**config.mk**
```make
export PLATFORM = sky130hd
export DESIGN_NAME = voice_accum_seq
export DESIGN_NICKNAME = d
export VERILOG_FILES = /design/src/rtl/sid_pkg.sv /design/src/rtl/voice_accum_seq.sv
export SDC_FILE = /design/constraint.sdc
export NUM_CORES = 1
export LEC_CHECK = 0
export CAP_MARGIN = 10
export CORE_MARGIN = 10
export CORE_UTILIZATION = 60
export CTS_CLUSTER_DIAMETER = 120
export DETAILED_ROUTE_END_ITERATION = 8
export PLACE_DENSITY = 0.94
export SLEW_MARGIN = 20
export SYNTH_ARGS = -nofsm -noshare
export SYNTH_HDL_FRONTEND = slang
export SYNTH_SLANG_ARGS = --single-unit
```
**constraint.sdc**
```tcl
create_clock -name clk_i -period 10.1 [get_ports clk_i]
set_input_delay 1.515 -clock clk_i [delete_from_list [all_inputs] [get_ports clk_i]]
set_output_delay 1.515 -clock clk_i [all_outputs]
set_load 0.02 [all_outputs]
```
**src/rtl/sid_pkg.sv**
```systemverilog
// Constants and types shared by the SID voice datapath: phase accumulator
// sequencer and waveform stage.
package sid_pkg;

  localparam int NUM_VOICES = 3;
  localparam int ACC_W      = 24;
  localparam int FREQ_W     = 16;
  localparam int VOICE_W    = (NUM_VOICES > 1) ? $clog2(NUM_VOICES) : 1;

  typedef logic [VOICE_W-1:0] voice_idx_t;
  typedef logic [ACC_W-1:0]   acc_t;
  typedef logic [FREQ_W-1:0]  freq_t;

  localparam voice_idx_t LAST_VOICE = voice_idx_t'(NUM_VOICES - 1);

  typedef enum logic [1:0] {
    IDLE = 2'd0,
    ADD  = 2'd1,
    SYNC = 2'd2,
    EMIT = 2'd3
  } state_e;

  // Voice whose accumulator MSB rise hard-syncs voice v (ring order).
  function automatic int sync_src(input int v);
    return (v + NUM_VOICES - 1) % NUM_VOICES;
  endfunction

endpackage

```
**src/rtl/voice_accum_seq.sv**
```systemverilog
// Per-sample sweep over all voice phase accumulators with one shared adder,
// SID hard sync / test-bit clear, and valid/ready streaming of the results.
module voice_accum_seq
  import sid_pkg::*;
(
  input  logic                         clk_i,
  input  logic                         rst_ni,
  input  logic                         tick_i,
  input  logic [NUM_VOICES*FREQ_W-1:0] freq_i,
  input  logic [NUM_VOICES-1:0]        sync_i,
  input  logic [NUM_VOICES-1:0]        test_i,
  input  logic                         ready_i,
  output logic                         valid_o,
  output logic [ACC_W-1:0]             acc_o,
  output logic [VOICE_W-1:0]           voice_o,
  output logic                         busy_o,
  output logic                         overrun_o
);

  state_e                state_q, state_d;
  voice_idx_t            vcnt_q, vcnt_d;
  acc_t                  acc_q [NUM_VOICES];
  acc_t                  acc_d [NUM_VOICES];
  logic [NUM_VOICES-1:0] rise_q, rise_d;
  logic                  valid_q, valid_d;
  acc_t                  acc_out_q, acc_out_d;
  voice_idx_t            voice_out_q, voice_out_d;
  logic                  overrun_q, overrun_d;

  // Shared adder: serves the voice selected by the sweep counter.
  freq_t                 freq_sel;
  acc_t                  add_sum;
  logic [NUM_VOICES-1:0] sync_hit;
  voice_idx_t            next_voice;

  assign freq_sel   = freq_i[int'(vcnt_q)*FREQ_W +: FREQ_W];
  assign add_sum    = acc_q[vcnt_q] + {{(ACC_W-FREQ_W){1'b0}}, freq_sel};
  assign next_voice = voice_out_q + 1'b1;

  always_comb begin
    for (int v = 0; v < NUM_VOICES; v++) begin
      sync_hit[v] = sync_i[v] & rise_q[sync_src(v)];
    end
  end

  // NOTE: every always_comb output gets a default before the case so no
  // path leaves it unassigned; otherwise synthesis infers a latch.
  always_comb begin
    state_d     = state_q;
    vcnt_d      = vcnt_q;
    acc_d       = acc_q;
    rise_d      = rise_q;
    valid_d     = valid_q;
    acc_out_d   = acc_out_q;
    voice_out_d = voice_out_q;
    overrun_d   = overrun_q;

    // A tick arriving mid-sweep is dropped and only flagged.
    if (tick_i && (state_q != IDLE)) begin
      overrun_d = 1'b1;
    end

    unique case (state_q)
      IDLE: begin
        if (tick_i) begin
          state_d = ADD;
          vcnt_d  = '0;
        end
      end

      ADD: begin
        if (test_i[vcnt_q]) begin
          acc_d[vcnt_q]  = '0;
          rise_d[vcnt_q] = 1'b0;
        end else begin
          acc_d[vcnt_q]  = add_sum;
          rise_d[vcnt_q] = ~acc_q[vcnt_q][ACC_W-1] & add_sum[ACC_W-1];
        end
        if (vcnt_q == LAST_VOICE) begin
          state_d = SYNC;
          vcnt_d  = '0;
        end else begin
          vcnt_d = vcnt_q + 1'b1;
        end
      end

      SYNC: begin
        // All syncs use this sweep's rise flags and land together.
        for (int v = 0; v < NUM_VOICES; v++) begin
          if (sync_hit[v]) acc_d[v] = '0;
        end
        valid_d     = 1'b1;
        voice_out_d = '0;
        acc_out_d   = sync_hit[0] ? '0 : acc_q[0];
        state_d     = EMIT;
      end

      EMIT: begin
        if (valid_q && ready_i) begin
          if (voice_out_q == LAST_VOICE) begin
            valid_d = 1'b0;
            state_d = IDLE;
          end else begin
            voice_out_d = next_voice;
            acc_out_d   = acc_q[next_voice];
          end
        end
      end

      default: state_d = IDLE;
    endcase
  end

  // NOTE: the accumulator array is reset explicitly; it is a handful of
  // flops, and downstream relies on every voice starting its phase at 0.
  always_ff @(posedge clk_i or negedge rst_ni) begin
    if (!rst_ni) begin
      state_q     <= IDLE;
      vcnt_q      <= '0;
      rise_q      <= '0;
      valid_q     <= 1'b0;
      acc_out_q   <= '0;
      voice_out_q <= '0;
      overrun_q   <= 1'b0;
      for (int v = 0; v < NUM_VOICES; v++) acc_q[v] <= '0;
    end else begin
      // NOTE: non-blocking assignments here so every register samples the
      // pre-edge values computed by the combinational block.
      state_q     <= state_d;
      vcnt_q      <= vcnt_d;
      rise_q      <= rise_d;
      valid_q     <= valid_d;
      acc_out_q   <= acc_out_d;
      voice_out_q <= voice_out_d;
      overrun_q   <= overrun_d;
      for (int v = 0; v < NUM_VOICES; v++) acc_q[v] <= acc_d[v];
    end
  end

  assign valid_o   = valid_q;
  assign acc_o     = acc_out_q;
  assign voice_o   = voice_out_q;
  assign busy_o    = (state_q != IDLE);
  assign overrun_o = overrun_q;

endmodule
```
After elaboration in Yosys (flattened, before gate mapping)

Cells that the tools add are included.

Flip-flop bits (word level): 107
Input bits: 58
Output and inout port bits: 29
Word-level logic and storage cells: 94

Add/subtract/negate cells: 3
Order comparisons: 5
Eq/ne operators: 12
Shifts and indexed selects: 1
Multiplexer cells: 37
Bitwise operators: 11
Reductions and logical operators: 15

Operators by type and width:

| kind                | number |
|---|---|
| $mux 24             | 10 |
| $pmux 72 s2         | 1 |
| $bmux 24 s2         | 2 |
| $and 72x72->72      | 1 |
| $bwmux 72           | 1 |
| $mux 72             | 1 |
| $not 72->72         | 1 |
| $demux 24 s2        | 1 |
| $pmux 24 s2         | 1 |
| $shiftx 48x7->16    | 1 |
| $add 24x16->24      | 1 |
| $mux 2              | 8 |
| $ne 2x2->1 const B  | 7 |
| $eq 2x2->1 const B  | 4 |
| $pmux 2 s2          | 2 |
| $pmux 2 s4          | 1 |
| $reduce_bool 2->1   | 4 |
| $ge 3x3->1 const B  | 2 |
| $not 2->3           | 2 |
| $reduce_and 2->1    | 3 |
| $reduce_and 3->1    | 2 |
| $add 2x1->2 const B | 2 |
| $and 1x1->1         | 4 |
| $logic_and 1x1->1   | 4 |
| other kinds (15)    | 18 |

Depth between registers and ports, before layout

Depth after elaboration: 9
Mapped depth: 16
Mapped depth without buffers: 13

Worst setup path after synthesis

No wires, ideal clock.

Path type: input to register
Start point: input freq_i[32]
End point: register acc_q[10] (netlist name)
Setup time: 0.131 ns
Arrival: 3.579 ns
Data required time: 9.969 ns
Setup slack: 6.391 ns
Stages: 11
Buffers on the path: 0
Cells stage by stage: mux2i_1 > o21ai_0 > ha_1 > fa_1 > a21o_1 > a221oi_2 > a21oi_2 > a21o_1 > a21oi_1 > xor2_1 > o21ai_0

Longest elaborated chain between the ends: 5

RTL lines:

| what             | RTL line              | text |
|---|---|---|
| from (decl)      | voice_accum_seq.sv:9  | `input logic [NUM_VOICES*FREQ_W-1:0] freq_i,` |
| $shiftx 48x7->16 | voice_accum_seq.sv:36 | `assign freq_sel = freq_i[int'(vcnt_q)*FREQ_W +: FREQ_W];` |
| $add 24x16->24   | voice_accum_seq.sv:37 | `assign add_sum = acc_q[vcnt_q] + {{(ACC_W-FREQ_W){1'b0}}, freq_sel};` |
| $bwmux 72        | voice_accum_seq.sv:76 | `acc_d[vcnt_q] = add_sum;` |
| $mux 72          | voice_accum_seq.sv:72 | `if (test_i[vcnt_q]) begin` |
| $pmux 72 s2      | voice_accum_seq.sv:63 | `unique case (state_q)` |
| to (decl)        | voice_accum_seq.sv:22 | `acc_t acc_q [NUM_VOICES];` |

Every way passes these cells.
A chain may end at the register's enable or synchronous reset.

Worst setup path in the final report

Start point: input freq_i[36]
End point: register acc_q[23] (netlist name)

Same word-level chain as after synthesis.

==> Implementation_results.wiki <==
{| class="wikitable"
! Metric !! Value
|-
| Most frequently used cell type in the post-synthesis netlist || sky130_fd_sc_hd__dfrtp_1
|-
| Setup Skew || between 0.01 and 0.015 ns
|-
| M1 WL || ~7600 um
|-
| Transition at the pin with the smallest max-transition slack || between 1 and 1.5 ns
|-
| Width of the die || about 120 um
|-
| Largest stage delay on the critical path || about 0.45 ns
|-
| Sequential area share after synthesis || 0.4149
|-
| Cell area after placement || approximately 0.0074 mm2
|-
| Net switching component of the power || 1.257 mW
|-
| Number of violations reported at the end of detailed-routing iteration 0 || roughly 650
|-
| Maximum clock frequency || ~240 MHz
|-
| Number of warnings issued by yosys || 0
|-
| Cell at the slowest stage of the critical path || sky130_fd_sc_hd__clkdlybuf4s50_1
|-
| Peak fanout along the critical path || 5
|-
| Design area || approximately 0.0076 mm2
|-
| Total nets after synthesis || a little under 800
|-
| Die area || 0.01530 mm2
|-
| # rows || 37
|-
| Core footprint || 0.01042 mm2
|-
| Most common cell on crit path || sky130_fd_sc_hd__ha_1
|-
| Top routing layer in use || met4
|-
| Hold wc startpoint || overrun_o
|-
| Combinational share of power || 0.631
|-
| Fraction of layout instances using a drive strength above 1 || 0.06693
|-
| Final net count || 839
|-
| Critical R2R Launch || vcnt_q[1]
|-
| Post-route setup TNS || 0 ns
|-
| Final weighted congestion of routability-driven global placement || between 0.9 and 1
|-
| Routed met3 length || a little over 2000 um
|-
| Routed via count divided by cell count || between 6 and 7
|-
| Fraction of registers with async set or reset after synthesis || 1.000
|-
| Worst path arrival time || ~4.4 ns
|-
| DPL Wire Length || between 10000 and 15000 um
|-
| Antenna violations before repair || 0
|-
| Post-synthesis cell type count || between 50 and 60
|-
| Total grt overflow || 0
|-
| Final standard cell count with taps included and fillers excluded || around 900
|-
| Class of the most critical setup path || input port to flip-flop
|-
| Net Sw Frac || 0.4955
|-
| Area growth, synth to finish || 17.49%
|-
| Count of buffer and inverter cells on the critical path || 2
|-
| Leading post-synthesis cells by instance count || sky130_fd_sc_hd__dfrtp_1 (107), sky130_fd_sc_hd__nand2_1 (106), sky130_fd_sc_hd__o21ai_0 (83)
|-
| Max H-tree Level || 3
|-
| Max VDD drop || about 0.26 mV
|-
| Cell types with the largest area share after synthesis || sky130_fd_sc_hd__dfrtp_1 (41%), sky130_fd_sc_hd__a22o_1 (8.7%), sky130_fd_sc_hd__mux2i_1 (6.7%)
|-
| Origin of the worst setup path || freq_i[36]
|-
| Fin worst setup slack || about 6.0 ns
|-
| Hold Buf Count CTS || 0
|-
| Wire length on met2 || approximately 9200 um
|-
| DIE HEIGHT || 123.7 um
|-
| Final setup violation count || 0
|-
| Worst-case setup slack after placement || approximately 5.6 ns
|-
| Total Wirelength || 19500 um
|-
| Resized cells post-CTS || 0
|-
| Antenna diode count || 0
|-
| Worst setup slack for register-to-register paths || just over 6 ns
|-
| Nature of the critical path endpoint || flip-flop
|-
| Wire length of the first global-routing pass || roughly 31000 um
|-
| Synth Cell Area || 0.006454 mm2
|-
| Maximum number of pins on one net before global-route repair || 57
|-
| Relative max-transition margin || 0.1917
|-
| Share of power burned in registers || 0.273
|-
| Crit-path leading delay family || compound AO/OA/AOI/OAI gates
|-
| Starting Density || 0.6196
|-
| Worst Path Required || between 10 and 15 ns
|-
| Clock share of power || 0.096
|-
| Crit path launch type || input port
|-
| Post-route antenna net violation count || 0
|-
| Cell-by-cell listing of the critical path || clkdlybuf4s50_1, mux2i_1, o21ai_0, ha_1, a21o_1, a31oi_1, a21oi_2, o2111ai_2, a21oi_1, ha_1, inv_1, a22oi_1, o21ai_1
|-
| RSZ-0062 raised after global routing || no
|-
| Number of max-slew violations in the final report || 0
|-
| Final Hold Fails || 0
|-
| Number of fill cells in the layout || just under 800
|-
| Post-synth EDFFs || 0
|-
| Portion of synthesized cell area occupied by the leading cell type || 0.4149
|-
| Maxcap violations || 0
|-
| Internal Dissipation || around 1.3 mW
|-
| Post-layout min period || 4.123 ns
|-
| Total global-route track usage || 0.2577
|-
| Total power || ~2.5 mW
|-
| Total setup buffers inserted after CTS || 0
|-
| Avg WL per Cell || ~22 um
|-
| CTS Buffer Depth || 2
|-
| Clock buffers created by TritonCTS || 9
|-
| DRC errors left || 0
|-
| CTS sink cnt || 107
|-
| Clock-pin slew reported for the worst setup and hold paths after clock tree synthesis || about 0.09 ns
|-
| Io pins || 87
|-
| Via count || roughly 5900
|-
| Number of port buffers || 86
|-
| Leakage power of the design || approximately 3.3 nW
|-
| Clock tree root buffer cell || sky130_fd_sc_hd__clkbuf_8
|-
| Fin crit share || 0.4082
|-
| Power density relative to cell area || around 330 mW/mm2
|-
| Vias in the first global route || 6126
|-
| Clock latency of the later-clocked register in the worst-skew pair || a little under 0.4 ns
|-
| Area leader, netlist || sky130_fd_sc_hd__dfrtp_1
|-
| Clock tree from TritonCTS || yes
|-
| Synthesis-stage register bit count || approximately 110
|-
| Synth Instances || ~700
|-
| Final cell utilization of the core || 0.7279
|-
| Result of the run || finished, final reports clean
|-
| Tightest Hold Check Type || flip-flop to flip-flop
|-
| # placed instances || about 880
|-
| Synth Area per Inst || about 9.3 um2
|-
| Worst hold-check slack || 0.4732 ns
|-
| Number of iterations in the first detailed-routing pass || 6
|-
| Most instantiated flip-flop cell in the synthesis netlist || sky130_fd_sc_hd__dfrtp_1
|}
[registers in the layout, indices dropped and copies added, names as in the netlist]
| register | count |
|---|---|
| acc_o | 24 |
| acc_q | 72 |
| overrun_o | 1 |
| rise_q | 3 |
| state_q | 2 |
| valid_o | 1 |
| vcnt_q | 2 |
| voice_o | 2 |
[logic make-up after synthesis]
family	Yosys count	synth area share
compound gates	266	0.2813
xor+xnor	19	0.02579
fa+ha+maj	23	0.04575
buf+inv	52	0.03412
flops	107	0.4149
mux	49	0.07716
simple gates	176	0.1210
[cell type report]
class | count | area (um2) | area share
Multi-Input combinational cell | 533 | 3586 | 0.4729
Sequential cell | 107 | 2679 | 0.3533
Timing Repair Buffer | 97 | 940.9 | 0.1241
Tap cell | 136 | 170.2 | 0.02244
Clock buffer | 11 | 141.4 | 0.01865
Inverter | 10 | 37.54 | 0.004950
Clock inverter | 4 | 27.53 | 0.003630
[routing by layer]
layer	vias up	global-route usage
met2	378	0.4245
met3	54	0.06833
met4	0	0.1274
li1	2663	-
met1	2854	0.3061
met5	-	0
[worst paths after layout]
kind,to,cells after the start
worst max-delay path,acc_q[23],13
worst min-delay path,overrun_o,1
worst max register to register,acc_q[22],14
worst min register to register,overrun_o,1
max in group asynchronous,vcnt_q[1],2
min in group asynchronous,acc_o[4],1
[cell usage in the layout (no fill, tap or decap), types with 4 or more instances in the layout]
cell type                           n
sky130_fd_sc_hd__nand2_1          106
sky130_fd_sc_hd__a21o_1             7
sky130_fd_sc_hd__mux2_2             5
sky130_fd_sc_hd__dfrtp_1          106
sky130_fd_sc_hd__mux2i_1           42
sky130_fd_sc_hd__o21ai_0           83
sky130_fd_sc_hd__nand3_1            4
sky130_fd_sc_hd__xnor2_1            9
sky130_fd_sc_hd__o21a_1            11
sky130_fd_sc_hd__clkbuf_8          10
sky130_fd_sc_hd__o21ai_1           10
sky130_fd_sc_hd__a22oi_1           19
sky130_fd_sc_hd__nor2_1            27
sky130_fd_sc_hd__nand2b_1           8
sky130_fd_sc_hd__nor2b_1            4
sky130_fd_sc_hd__and3_1             5
sky130_fd_sc_hd__a21oi_1           34
sky130_fd_sc_hd__nand3b_1           4
sky130_fd_sc_hd__inv_1             10
sky130_fd_sc_hd__ha_1              22
sky130_fd_sc_hd__a22o_1            64
sky130_fd_sc_hd__o31ai_1           10
sky130_fd_sc_hd__buf_4             12
sky130_fd_sc_hd__clkdlybuf4s50_1   85
sky130_fd_sc_hd__xor2_1            10
[worst register-to-register path: stages, from the launching register on]
cell	delay (ns)
sky130_fd_sc_hd__dfrtp_2	0.35
sky130_fd_sc_hd__buf_4	0.66
sky130_fd_sc_hd__nor2b_4	0.06
sky130_fd_sc_hd__buf_4	0.33
sky130_fd_sc_hd__nand2_1	0.13
sky130_fd_sc_hd__o21ai_0	0.15
sky130_fd_sc_hd__ha_1	0.27
sky130_fd_sc_hd__fa_1	0.40
sky130_fd_sc_hd__a21o_1	0.20
sky130_fd_sc_hd__a221oi_2	0.46
sky130_fd_sc_hd__a211o_1	0.24
sky130_fd_sc_hd__nand3b_1	0.11
sky130_fd_sc_hd__o21ai_1	0.17
sky130_fd_sc_hd__xor2_1	0.25
sky130_fd_sc_hd__a22o_1	0.17
[power by group through the flow]
stage,logic (mW),registers (mW),clock network (mW)
2_1_floorplan,1.06,0.718,0
3_3_place_gp,1.50,0.682,0
3_5_place_dp,1.56,0.698,0
4_1_cts,1.57,0.690,0.244
5_1_grt,1.73,0.712,0.260
6_report,1.60,0.693,0.244
Note: power is estimated with default switching activity, not from simulation.
